**src/rtl/key_repeat.sv**
```systemverilog
`timescale 1ns/1ps
`default_nettype none
// ============================================================================
// Module   : key_repeat
// Brief    : Pushbutton synchronizer/debouncer with press, release and
//            auto-repeat step pulses.
// Revision : 1.0
// ============================================================================
module key_repeat #(
    parameter int DB_CYCLES  = 16,
    parameter int REP_DELAY  = 1000,
    parameter int REP_PERIOD = 200
) (
    input  logic CLK,
    input  logic RST_N,
    input  logic PB,
    input  logic REP_EN,
    output logic PB_state,
    output logic PB_down,
    output logic PB_up,
    output logic PB_rpt,
    output logic HELD
);

    localparam int c_DB_W    = $clog2(DB_CYCLES);
    localparam int c_TMR_MAX = (REP_DELAY > REP_PERIOD) ? REP_DELAY : REP_PERIOD;
    localparam int c_TMR_W   = $clog2(c_TMR_MAX);

    localparam logic [c_DB_W-1:0]  c_DB_LAST     = c_DB_W'(DB_CYCLES - 1);
    localparam logic [c_TMR_W-1:0] c_DELAY_LAST  = c_TMR_W'(REP_DELAY - 1);
    localparam logic [c_TMR_W-1:0] c_PERIOD_LAST = c_TMR_W'(REP_PERIOD - 1);

    typedef enum logic [1:0] {
        S_IDLE   = 2'd0,
        S_DELAY  = 2'd1,
        S_REPEAT = 2'd2
    } state_t;

    logic [1:0]         r_sync;
    logic [c_DB_W-1:0]  r_db_cnt;
    logic               r_level;
    logic               r_down;
    logic               r_up;
    state_t             r_state;
    logic [c_TMR_W-1:0] r_tmr;
    logic               r_rpt;

    logic               w_cand;
    logic               w_differ;
    logic               w_accept;
    logic               w_press;
    logic               w_release;
    state_t             w_state_nxt;
    logic [c_TMR_W-1:0] w_tmr_nxt;
    logic               w_rpt_nxt;

    // PB is active-low, so the inverted synchronizer output is the "pressed" candidate
    assign w_cand    = ~r_sync[1];
    assign w_differ  = (w_cand != r_level);
    assign w_accept  = w_differ && (r_db_cnt == c_DB_LAST);
    assign w_press   = w_accept && w_cand;
    assign w_release = w_accept && !w_cand;

    always_ff @(posedge CLK or negedge RST_N) begin
        if (!RST_N) begin
            r_sync   <= 2'b11;
            r_db_cnt <= '0;
            r_level  <= 1'b0;
            r_down   <= 1'b0;
            r_up     <= 1'b0;
        end else begin
            r_sync <= {r_sync[0], PB};
            r_down <= w_press;
            r_up   <= w_release;
            if (w_accept) begin
                r_level  <= w_cand;
                r_db_cnt <= '0;
            end else if (w_differ) begin
                r_db_cnt <= r_db_cnt + c_DB_W'(1);
            end else begin
                r_db_cnt <= '0;
            end
        end
    end

    always_ff @(posedge CLK or negedge RST_N) begin
        if (!RST_N) begin
            r_state <= S_IDLE;
            r_tmr   <= '0;
            r_rpt   <= 1'b0;
        end else begin
            r_state <= w_state_nxt;
            r_tmr   <= w_tmr_nxt;
            r_rpt   <= w_rpt_nxt;
        end
    end

    // Release is tested first in every state so it beats a coincident timer expiry
    always_comb begin
        w_state_nxt = r_state;
        w_tmr_nxt   = r_tmr;
        w_rpt_nxt   = 1'b0;
        case (r_state)
            S_IDLE: begin
                if (w_press) begin
                    w_state_nxt = S_DELAY;
                    w_tmr_nxt   = '0;
                    w_rpt_nxt   = 1'b1;
                end
            end
            S_DELAY: begin
                if (w_release) begin
                    w_state_nxt = S_IDLE;
                    w_tmr_nxt   = '0;
                end else if (REP_EN) begin
                    if (r_tmr == c_DELAY_LAST) begin
                        w_state_nxt = S_REPEAT;
                        w_tmr_nxt   = '0;
                        w_rpt_nxt   = 1'b1;
                    end else begin
                        w_tmr_nxt = r_tmr + c_TMR_W'(1);
                    end
                end
            end
            S_REPEAT: begin
                if (w_release) begin
                    w_state_nxt = S_IDLE;
                    w_tmr_nxt   = '0;
                end else if (!REP_EN) begin
                    w_state_nxt = S_DELAY;
                    w_tmr_nxt   = '0;
                end else if (r_tmr == c_PERIOD_LAST) begin
                    w_tmr_nxt = '0;
                    w_rpt_nxt = 1'b1;
                end else begin
                    w_tmr_nxt = r_tmr + c_TMR_W'(1);
                end
            end
            default: begin
                w_state_nxt = S_IDLE;
                w_tmr_nxt   = '0;
            end
        endcase
    end

    assign PB_state = r_level;
    assign PB_down  = r_down;
    assign PB_up    = r_up;
    assign PB_rpt   = r_rpt;
    assign HELD     = (r_state == S_REPEAT);

endmodule
`default_nettype wire

```
**config.mk**
```make
export PLATFORM = sky130hd
export DESIGN_NAME = key_repeat
export DESIGN_NICKNAME = d
export VERILOG_FILES = /design/src/rtl/key_repeat.sv
export SDC_FILE = /design/constraint.sdc
export NUM_CORES = 1
export LEC_CHECK = 0
export ABC_CLOCK_PERIOD_IN_PS = 2400
export BUFFER_PORTS_ARGS = -buffer_cell sky130_fd_sc_hd__buf_2
export CAP_MARGIN = 20
export CORE_UTILIZATION = 50
export CTS_BUF_LIST = sky130_fd_sc_hd__clkbuf_4
export CTS_CLUSTER_SIZE = 16
export DETAILED_ROUTE_END_ITERATION = 10
export GPL_TIMING_DRIVEN = 0
export MAX_ROUTING_LAYER = met4
export PLACE_DENSITY = 0.68
export SYNTH_ARGS = -nofsm -noshare
export SYNTH_HDL_FRONTEND = slang
export SYNTH_SLANG_ARGS = --single-unit
export TNS_END_PERCENT = 5
```
**constraint.sdc**
```tcl
create_clock -name CLK -period 2.4 [get_ports CLK]
set_clock_uncertainty 0.15 [all_clocks]
set_input_delay 0.12 -clock CLK [delete_from_list [all_inputs] [get_ports CLK]]
set_output_delay 0.12 -clock CLK [all_outputs]
set_load 0.02 [all_outputs]
```
======== Word-level counts from Yosys, hierarchy flattened ========
Cells that the tools add are included.
operators by class
  add/subtract/negate cells ............... 2
  equality and inequality tests ........... 10
  mux-type cells .......................... 25
  bitwise gates (word level) .............. 1
  reduce and logical (&&, ||, !) cells .... 6
operators with widths
  cell                                                                     count
  10-bit two-way mux                                                       7
  10-bit one-hot mux with 3 select lines                                   1
  2-bit two-way mux                                                        6
  10-bit by 1-bit adder with 10-bit output, second input constant          1
  10-bit == test, second input constant                                    1
  10-bit by 8-bit == test with 1-bit output, second input constant         1
  4-bit two-way mux                                                        2
  1-bit two-way mux                                                        7
  3-bit inequality test, second input constant                             2
  2-bit one-hot mux with 3 select lines                                    1
  4-bit by 1-bit adder with 4-bit output, second input constant            1
  4-bit == test, second input constant                                     1
  4-bit AND reduction                                                      1
  1-bit logical AND                                                        3
  3-bit by 2-bit inequality test with 1-bit output, second input constant  1
  1-bit one-hot mux with 3 select lines                                    1
  2-bit by 1-bit == test with 1-bit output, second input constant          1
  2-bit == test, second input constant                                     1
  2-bit logical NOT                                                        1
  2-bit inequality test, second input constant                             1
  2-bit AND reduction                                                      1
  1-bit inequality test                                                    1
  1-bit NOT                                                                1
storage, ports and cells
  flip-flop bits (word level) ............. 22
  bits of input ports ..................... 4
  output and inout port bits .............. 5
  logic and storage cells ................. 52

======== Depth between registers and ports, before layout ========
Gate-level depths: netlist of the first run.
  word-level depth ........................ 6
  depth in mapped cells ................... 8
  depth with buffers taken out ............ 7

======== Least setup slack after synthesis of the first run ========
No wires, ideal clock.
  kind .................................... reg-to-reg
  start point ............................. reg r_state[0]
  end point ............................... reg r_tmr[5]
  library setup time ...................... 0.104 ns
  arrival ................................. 1.687 ns
  data required time ...................... 2.146 ns
  path slack .............................. 0.459 ns
  stages on the path, launching flop included .. 7
  buffers on the path ..................... 0
  period minus slack after synthesis ...... 1.941 ns
  cell sequence ........................... dfrtp_1 inv_1 ha_1 o211ai_1 o22ai_2 nand4_1 o311ai_1
between the ends
  elaborated cells on any way between the ends .. 7
  classes of those cells .................. eq/ne: 4; mux: 1; reduce/logical: 2
RTL lines
  element                                 line  text
  from (decl)                             44    state_t r_state;
  from (signal assigned)                  92    r_state <= w_state_nxt;
  2-bit == test                           -
  via HELD                                22    output logic HELD
  10-bit one-hot mux with 3 select lines  103   case (r_state)
  to (signal assigned)                    93    r_tmr <= w_tmr_nxt;
  to (decl)                               45    logic [c_TMR_W-1:0] r_tmr;
The timed path passes the listed nets, and every way through them passes these cells.
A chain may end at the register's enable or synchronous reset.

======== Worst setup path in the final report of the first run ========
  start point ............................. reg r_db_cnt[0]
  end point ............................... reg r_tmr[5]
between the ends
  word-level cells in the longest chain between the ends .. 5
  elaborated cells on any way between the ends .. 10
  classes of those cells .................. eq/ne: 3; mux: 3; reduce/logical: 4
ends and longest elaborated chain
  element                                                                               line    text
  from (decl)                                                                           40      logic [c_DB_W-1:0] r_db_cnt;
  from (signal assigned)                                                                79      r_db_cnt <= r_db_cnt + c_DB_W'(1);
  4-bit == test (*)                                                                     60      assign w_accept = w_differ && (r_db_cnt == c_DB_LAST);
  1-bit logical AND (*)                                                                 60
  1-bit logical AND, on equally long branches                                           62, 61
  10-bit two-way mux, or another cell as far along                                      126     if (w_release) begin
  10-bit one-hot mux with 3 select lines / 2-bit AND reduction (equally long branches)  -
Mark *: on every way between the ends. The rest lies on a longest branch, timed or not.

==> results of run 1 <==
cell usage after synthesis (3+ instances only):
| master | count |
|---|---|
| o22ai_1 | 3 |
| inv_1 | 9 |
| ha_1 | 6 |
| nor3_1 | 5 |
| nand2b_1 | 4 |
| nand3_1 | 8 |
| nand2_1 | 10 |
| nor2_1 | 10 |
| xor2_1 | 6 |
| o21ai_0 | 4 |
| nand4_1 | 5 |
| a31oi_1 | 4 |
| dfrtp_1 | 20 |
registers in the layout, summed over array words and instances (netlist names):
| name | flops |
|---|---|
| PB_down | 1 |
| PB_state | 1 |
| r_db_cnt | 4 |
| r_tmr | 10 |
| PB_rpt | 1 |
| PB_up | 1 |
| r_state | 2 |
| r_sync | 2 |
layout by cell type (no fill, tap or decap), drive strengths merged:
cell type	instances
dfrtp	20
nand2	11
nor2	10
inv	9
nand3	9
buf	9
xor2	6
ha	6
o21ai	6
nor3	5
nand4	5
nand2b	4
a31oi	4
o22ai	4
clkbuf	4
dlygate4sd3	3
nor4	3
or2	2
o21bai	2
dfstp	2
a21oi	2
o211ai	1
nand4bb	1
nor4b	1
xnor2	1
nor2b	1
o41ai	1
o311ai	1
bufinv	1
layout make-up:
type | instances | share of cell area, %
Buffer | 2 | 1.21
Clock buffer | 3 | 1.67
Clock inverter | 1 | 2.23
Inverter | 9 | 2.51
Multi-Input combinational cell | 86 | 43.5
Sequential cell | 22 | 41.1
Tap cell | 28 | 2.60
Timing Repair Buffer | 11 | 5.20
worst max-delay path: stages (launching register included):
cell      delay, ns
dfrtp_1        0.42
ha_1           0.26
nand3_4        0.15
o211ai_1       0.16
o22ai_2        0.40
nand4_1        0.30
o311ai_1       0.31
where the power goes:
group / switching, uW / internal [uW] / total [uW]
logic: 279 / 165 / 444
registers: 31.6 / 405 / 437
clock network: 108 / 169 / 277
total: 419 / 739 / 1160
through the flow:
stage	cells	hold slack, ns	setup slack (ns)	area [um2]
3_5_place_dp	155	-0.0439	0.209	1260
5_1_grt	162	0.191	0.0403	1350
6_report	162	0.140	0.161	1350
3_3_place_gp	155	-0.0464	0.232	1260
2_1_floorplan	119	-0.326	0.459	1180
4_1_cts	162	0.147	0.177	1340
worst min path at each step:
| stage | from | end | cells past startpoint |
|---|---|---|---|
| after floorplan | RST_N | PB_down | 0 |
| after global placement | RST_N | r_db_cnt[3] | 1 |
| after detailed placement | RST_N | r_db_cnt[3] | 1 |
| after CTS | RST_N | r_db_cnt[3] | 2 |
| after global routing | RST_N | r_db_cnt[3] | 2 |
| final | RST_N | r_db_cnt[3] | 2 |
metal layers:
metal	up-vias	global-route usage (%)	share of wire [%]
li1	448	-	-
met4	0	4.17	0.67
met1	439	24.1	47
met2	18	30.9	49
met5	-	-	0
met3	2	5.45	3.8
what timing repair did:
item,4_1_cts,5_1_grt
gates resized for setup,0,1
hold endpoints to repair,24,0
hold buffers,3,0
endpoints found under the setup margin,0,4
buffers inserted,0,0
logic make-up (layout without fill, tap and decap cells):
logic type               count (synthesis)  in the layout
XOR/XNOR                                 7              7
flip-flops                              22             22
AND/OR/NAND/NOR                         52             52
buffers and inverters                   11             26
adder cells (fa/ha/maj)                  6              6
AO/OA/AOI/OAI                           21             21
==> impl_metrics.ini, run 1 <==
[run_status]
status = finished, final reports clean

[power]
cellPowerDensity_nw_per_um2 = 860
p_leak_uw = 0.000571
ir_drop_uv = 833
power.total_uw = 1160

[yosys]
synth.distinct_cells = 33
synth_ff_type = dfrtp_1
synth-compound-area-share_pct = 13.4
async_flop_share_pct = 100
synth_edf_count = 0
syn_nets = 129
yosysTopAreaCellShare_pct = 42.3
synthTopCellsByArea = dfrtp_1 (42%), ha_1 (6.3%), dfstp_2 (4.4%)
synthAdderAreaFrac_pct = 6.35
synth.area.mux_share_pct = 0
synth_area_um2 = 1180
synthSimpleGateAreaFrac_pct = 24.0
synth-xor-area-share_pct = 5.19
synthesis.instances = 119
yosysWarnings = 0
seq_area_frac_synth_pct = 46.8
syn_avg_cell_area_um2 = 9.94
synth_top_family_by_area = simple AND/OR/NAND/NOR gates
ys_ff_latch = 22
synth_top_area_cell = dfrtp_1

[clock_tree]
cts_tree = yes
clk_pin_slew_worst_paths_ns = 0.12
worst_skew_pair.late_latency_ns = 0.31
ctsHtreeMaxLevel = 1
cts_sinks = 22
cts_buffers = 3
ctsLongestPathBuffers = 2
root_buffer = clkbuf_4

[finish]
drive_above_1_share_pct = 18.7
synthToLayoutAreaGrowth_pct = 13.9
final_util_pct = 60.9
num-fill-cells = 187
regArea_um2 = 553
multi_input_area_um2 = 586
num-nets-final = 145
diodes = 0

[detailed_routing]
drt-vias-per-instance = 5.60
drtIter0Drc = 13
first_pass_iters = 4
drc = 0
via_count = 907
detail-route-antenna-nets = 0
drt_wl_total_um = 2080
wl_per_cell_um = 12.9

[floorplan]
io_pins = 9
coreArea_um2 = 2210
start_util_pct = 53.5
die_height_um = 50.6
rows = 17
die_x_um = 50.6
die_area_um2 = 2560

[timing]
finalHoldViolations = 0
setup_viol = 0
rsz0062_at_grt = false
max_freq_mhz = 447
tns_ns = 0
post-route-period-util_pct = 93.3
worstMarginPinSlew_ns = 0.487
min_period_ns = 2.24
final-max-slew-violation-count = 0
slew_headroom_pct = 67.3

[worst_hold_path]
hold_class = in2async

[global_routing]
grt_pass1_vias = 853
overflow = 0
grt_pass1_wl_um = 3620
grt_max_degree = 23
antenna_found_initial = 0
track_usage_pct = 19.2

[worst_setup_path]
cp.required_ns = 2.47
endpoint = r_tmr[5]
r2r_cells = 6
cp_max_fo = 9
rrSetupSlack_ns = 0.16
critPathLaunch = r_db_cnt[0]
path_class = reg2reg
cp-end-kind = flip-flop
timing.rr.end = r_tmr[5]
reg2reg_from = r_db_cnt[0]
arrival_ns = 2.31
startpoint_type = flip-flop

[job]
cap_violations = 0

[place]
port_buffers = 8
globalplace.congestion = 0.952
dp_hpwl_um = 1500
Note: power is estimated with default switching activity, not from simulation.
==> inputs of run 2 (changes only) <==
--- a/config.mk
+++ b/config.mk
@@ -5,7 +5,7 @@
 export SDC_FILE = /design/constraint.sdc
 export NUM_CORES = 1
 export LEC_CHECK = 0
-export ABC_CLOCK_PERIOD_IN_PS = 2400
+export ABC_CLOCK_PERIOD_IN_PS = 1800
 export BUFFER_PORTS_ARGS = -buffer_cell sky130_fd_sc_hd__buf_2
 export CAP_MARGIN = 20
 export CORE_UTILIZATION = 50
@@ -14,7 +14,7 @@
 export DETAILED_ROUTE_END_ITERATION = 10
 export GPL_TIMING_DRIVEN = 0
 export MAX_ROUTING_LAYER = met4
-export PLACE_DENSITY = 0.68
+export PLACE_DENSITY = 0.71
 export SYNTH_ARGS = -nofsm -noshare
 export SYNTH_HDL_FRONTEND = slang
 export SYNTH_SLANG_ARGS = --single-unit
==> constraint.sdc (replaced) <==
create_clock -name CLK -period 1.8 [get_ports CLK]
set_clock_uncertainty 0.15 [all_clocks]
set_input_delay 0.09 -clock CLK [delete_from_list [all_inputs] [get_ports CLK]]
set_output_delay 0.09 -clock CLK [all_outputs]
set_load 0.02 [all_outputs]
==> run 2 against run 1 <==
Compared with the run above:
- the run now ends with negative setup slack left
- maximum frequency rose by 14%
- flip-flop and latch count did not move
- clock power down 17%
- critical path type unchanged
- highest routed layer unchanged
- core utilization grew 6.8 points
- register-to-register slack lost 0.32 ns
- setup slack got worse by 0.32 ns
- via count is 6.4% higher
- largest cell class unchanged
- largest power group unchanged
- clock-buffer cell count stayed put
- wire length is 25% higher
==> impl_metrics.ini, run 2 (synthesis results as in run 1) <==
[timing]
setup_slack_ns = -0.162
final-max-slew-violation-count = 0
max_freq_mhz = 510
whs_ns = 0.108
post-route-period-util_pct = 109
rsz0062_at_grt = true
tns_ns = -1.26
worstMarginPinSlew_ns = 0.485
min_period_ns = 1.96
setup_viol = 12
slew_headroom_pct = 67.7
finalHoldViolations = 0

[power]
pwr-share-clk_pct = 14.0
cellPowerDensity_nw_per_um2 = 1100
pwr-share-comb_pct = 50.5
pwr-share-seq_pct = 35.5
p_leak_uw = 0.000623
intPower_uw = 994
ir_drop_uv = 882
switching_share_pct = 39.7
p_sw_uw = 654

[finish]
num-fill-cells = 172
fin_area_um2 = 1500
largest_register_ffs = 10
regMostFlops = r_tmr
final_util_pct = 67.7
diodes = 0
synthToLayoutAreaGrowth_pct = 26.7
final_common_cell = dfrtp_1
layout_common_cells = dfrtp_1 (20), buf_4 (12), nand2_1 (10), nor2_1 (9)
largestRegisters = r_tmr x10, r_db_cnt x4
regArea_um2 = 553
num-nets-final = 157
drive_above_1_share_pct = 32.2
multi_input_area_um2 = 673

[place]
dp_hpwl_um = 1630
globalplace.congestion = 0.915
port_buffers = 8
dpl_cell_area_um2 = 1270
place_ws_ns = -0.459

[global_routing]
track_usage_pct = 24.6
grt_pass1_wl_um = 4510
grt_pass1_vias = 986
antenna_found_initial = 0
overflow = 0
grt_max_degree = 23

[floorplan]
die_area_um2 = 2560
start_util_pct = 53.5
die_x_um = 50.6
rows = 17
io_pins = 9
coreArea_um2 = 2210
die_height_um = 50.6

[clock_tree]
root_buffer = clkbuf_4
ctsHtreeMaxLevel = 1
clk_pin_slew_worst_paths_ns = 0.12
cts_sinks = 22
worst_skew_pair.late_latency_ns = 0.31
cts_tree = yes
ctsLongestPathBuffers = 2
cts_buffers = 3

[worst_hold_path]
hold_class = in2async

[worst_setup_path]
timing.rr.end = r_tmr[3]
cp_max_fo = 6
cp-end-kind = flip-flop
cp.required_ns = 1.85
reg2reg_from = r_db_cnt[0]
r2r_cells = 7
path_class = reg2reg
rrSetupSlack_ns = -0.16
startpoint_type = flip-flop
arrival_ns = 2.01

[detailed_routing]
detail-route-antenna-nets = 0
via_count = 965
drt_wl_total_um = 2600
drtIter0Drc = 13
drt-vias-per-instance = 5.55
first_pass_iters = 4
wl_per_cell_um = 14.9
drc = 0

[run_status]
violations = negative setup slack
status = finished, violations left

[job]
cap_violations = 0
run 2: changes by cell type in the layout (fill, tap and decap cells not counted), moves of 2 or more:
cell   before  now
ha_2        0    2
ha_1        6    2
ha_4        0    2
buf_4       0   12
run 2: power by group through the flow:
| stage | clock [uW] | combinational, uW | sequential, uW |
|---|---|---|---|
| floorplan | 0 | 470 | 585 |
| global placement | 0 | 578 | 590 |
| detailed placement | 0 | 595 | 593 |
| CTS | 233 | 789 | 583 |
| global route | 257 | 919 | 591 |
| finish | 231 | 832 | 585 |
run 2: cell type report:
cell class                 instances  area share (%)
clock inverter                     1           0.251
inverter                           9            2.26
timing repair buffer              23            10.7
sequential                        22            36.9
clock buffer                       3            1.50
buffer                             2            1.09
multi-input combinational         86            44.9
tap                               28            2.34
run 2: worst max path at each step:
stage / start / endpoint / slack [ns]
6_report: r_db_cnt[0] / r_tmr[3] / -0.16
5_1_grt: r_db_cnt[0] / r_tmr[8] / -0.29
4_1_cts: r_db_cnt[1] / r_tmr[4] / -0.12
3_5_place_dp: r_tmr[0] / r_tmr[3] / -0.46
3_3_place_gp: r_tmr[0] / r_tmr[4] / -0.39
2_1_floorplan: r_db_cnt[0] / r_tmr[5] / -0.08
run 2: what timing repair did:
item | in CTS | in global routing
hold buffers | 3 | 0
pin swaps | 14 | 2
endpoints found under the setup margin | 13 | 12
gates resized for setup | 11 | 3
gates cloned | 1 | 0
hold endpoints to repair | 24 | 0
setup buffers | 11 | 0
run 2: critical path: stages (launching register included):
cell	delay (ns)
dfrtp_1	0.42
ha_4	0.17
nand3_4	0.11
o41ai_4	0.42
nand2_2	0.15
buf_6	0.16
a31oi_1	0.16
o22ai_1	0.10
run 2: metal layers:
metal	part of all wire (%)	global-route usage (%)	vias to the layer above
met5	0	-	-
met4	0.96	9.72	0
met1	46	31.6	473
met2	51	39.6	11
met3	1.4	2.73	4
li1	-	-	477
run 2: stage by stage:
stage,instances,total power (uW)
floorplan,119,1050
global route,174,1770
finish,174,1650
global placement,155,1170
detailed placement,155,1190
CTS,174,1610
==> inputs of run 3 (changes only) <==
--- a/config.mk
+++ b/config.mk
@@ -5,16 +5,15 @@
 export SDC_FILE = /design/constraint.sdc
 export NUM_CORES = 1
 export LEC_CHECK = 0
-export ABC_CLOCK_PERIOD_IN_PS = 1800
+export ABC_CLOCK_PERIOD_IN_PS = 2300
 export BUFFER_PORTS_ARGS = -buffer_cell sky130_fd_sc_hd__buf_2
 export CAP_MARGIN = 20
 export CORE_UTILIZATION = 50
 export CTS_BUF_LIST = sky130_fd_sc_hd__clkbuf_4
 export CTS_CLUSTER_SIZE = 16
 export DETAILED_ROUTE_END_ITERATION = 10
-export GPL_TIMING_DRIVEN = 0
 export MAX_ROUTING_LAYER = met4
-export PLACE_DENSITY = 0.71
+export PLACE_DENSITY = 0.76
 export SYNTH_ARGS = -nofsm -noshare
 export SYNTH_HDL_FRONTEND = slang
 export SYNTH_SLANG_ARGS = --single-unit
==> constraint.sdc (replaced) <==
create_clock -name CLK -period 2.3 [get_ports CLK]
set_clock_uncertainty 0.15 [all_clocks]
set_input_delay 0.115 -clock CLK [delete_from_list [all_inputs] [get_ports CLK]]
set_output_delay 0.115 -clock CLK [all_outputs]
set_load 0.02 [all_outputs]
==> run 3 against run 2 <==
Compared with the run above:
- the flow now finishes without violations
- largest power group unchanged
- wire length is 15% lower
- die area stayed put
- critical endpoint is now r_tmr[5]
- register-to-register slack better by 0.35 ns
- final cell count is 6.3% lower
- design area down 10%
- clock-buffer cell count is the same
- via count down 3.6%
- maximum frequency decreased by 7.2%
- flip-flop and latch count did not move
- setup slack better by 0.35 ns
- worst hold slack improved by 0.023 ns
- largest cell class unchanged
- combinational power fell by 43%
==> impl_metrics.ini, run 3 (synthesis results as in run 1) <==
[timing]
worstMarginPinSlew_ns = 0.467
final-max-slew-violation-count = 0
finalHoldViolations = 0
max_freq_mhz = 473
slew_headroom_pct = 68.9
min_period_ns = 2.12
whs_ns = 0.131
post-route-period-util_pct = 92.0
rsz0062_at_grt = false
tns_ns = 0
setup_slack_ns = 0.185
setup_viol = 0

[global_routing]
grt_pass1_vias = 863
grt_max_degree = 23
track_usage_pct = 20.4
overflow = 0
grt_pass1_wl_um = 3760
antenna_found_initial = 0

[floorplan]
die_x_um = 50.6
die_area_um2 = 2560
start_util_pct = 53.5
coreArea_um2 = 2210
die_height_um = 50.6
io_pins = 9
rows = 17

[detailed_routing]
drc = 0
via_count = 930
drtIter0Drc = 24
first_pass_iters = 4
wl_per_cell_um = 13.6
drt_wl_total_um = 2220
detail-route-antenna-nets = 0
drt-vias-per-instance = 5.71

[finish]
num-nets-final = 146
drive_above_1_share_pct = 20.0
synthToLayoutAreaGrowth_pct = 13.7
regMostFlops = r_tmr
layout_common_cells = dfrtp_1 (20), nand2_1 (10), nor2_1 (10), inv_1 (9)
num-fill-cells = 188
diodes = 0
final_common_cell = dfrtp_1
largestRegisters = r_tmr x10, r_db_cnt x4
largest_register_ffs = 10

[place]
globalplace.congestion = 0.978
dp_hpwl_um = 1570
port_buffers = 8
place_ws_ns = 0.148

[clock_tree]
ctsHtreeMaxLevel = 1
ctsLongestPathBuffers = 2
cts_sinks = 22
cts_tree = yes
worst_skew_pair.late_latency_ns = 0.31
root_buffer = clkbuf_4
clk_pin_slew_worst_paths_ns = 0.12
cts_buffers = 3

[worst_setup_path]
path_class = reg2reg
cp.required_ns = 2.37
startpoint_type = flip-flop
cp_max_fo = 9
arrival_ns = 2.18
cp-end-kind = flip-flop

[worst_hold_path]
hold_class = in2async

[power]
cellPowerDensity_nw_per_um2 = 827
ir_drop_uv = 711
p_leak_uw = 0.000564

[job]
cap_violations = 0

[run_status]
status = finished, final reports clean
run 3: timing repair:
action | CTS | global route
setup buffers | 0 | 2
endpoints found under the hold margin | 24 | 0
hold buffers | 3 | 0
gates resized for setup | 0 | 4
endpoints found under the setup margin | 0 | 2
run 3: cell type report:
type | count | area (um2) | area share (%)
Clock buffer | 3 | 22.5 | 1.68
Clock inverter | 1 | 3.75 | 0.279
Inverter | 9 | 33.8 | 2.51
Multi-Input combinational cell | 86 | 603 | 44.9
Sequential cell | 22 | 553 | 41.2
Tap cell | 28 | 35.0 | 2.61
Timing Repair Buffer | 14 | 92.6 | 6.89
run 3: critical path: stages (launching register included):
cell      delay [ns]
dfrtp_1         0.41
ha_1            0.25
nand3_4         0.16
o211ai_1        0.19
o22ai_4         0.30
nand4_1         0.27
o311ai_2        0.27
run 3: report_power, final:
part           internal (uW)  switching, uW
Combinational            183            293
Clock                   63.4            114
Sequential               423           35.1
run 3: routing by layer:
metal | wire length [um] | vias to the layer above | GRT usage [%] | part of all wire [%]
met5 | 0 | - | - | 0
met4 | 27 | 0 | 7.41 | 1.2
met3 | 105 | 4 | 5.76 | 4.7
met2 | 1080 | 27 | 32.9 | 49
met1 | 1010 | 443 | 24.2 | 45
li1 | - | 456 | - | -
run 3: final timing paths:
path                                  start          end  slack (ns)  cells after the start
worst max register to register  r_db_cnt[0]     r_tmr[5]        0.18                      6
worst max-delay path            r_db_cnt[0]     r_tmr[5]        0.18                      6
max in group asynchronous             RST_N    r_sync[0]        1.53                      2
min in group CLK                  r_sync[0]    r_sync[1]        0.22                      0
worst min register to register    r_sync[0]    r_sync[1]        0.22                      0
worst min-delay path                  RST_N  r_db_cnt[3]        0.13                      2
run 3: through the flow:
step | power, uW | cells | instance area, um2 | utilization (%)
detailed placement | 886 | 154 | 1250 | 56.4
CTS | 1070 | 161 | 1310 | 59.0
global route | 1190 | 163 | 1340 | 60.7
global placement | 871 | 154 | 1250 | 56.4
finish | 1110 | 163 | 1340 | 60.7
floorplan | 814 | 119 | 1180 | -
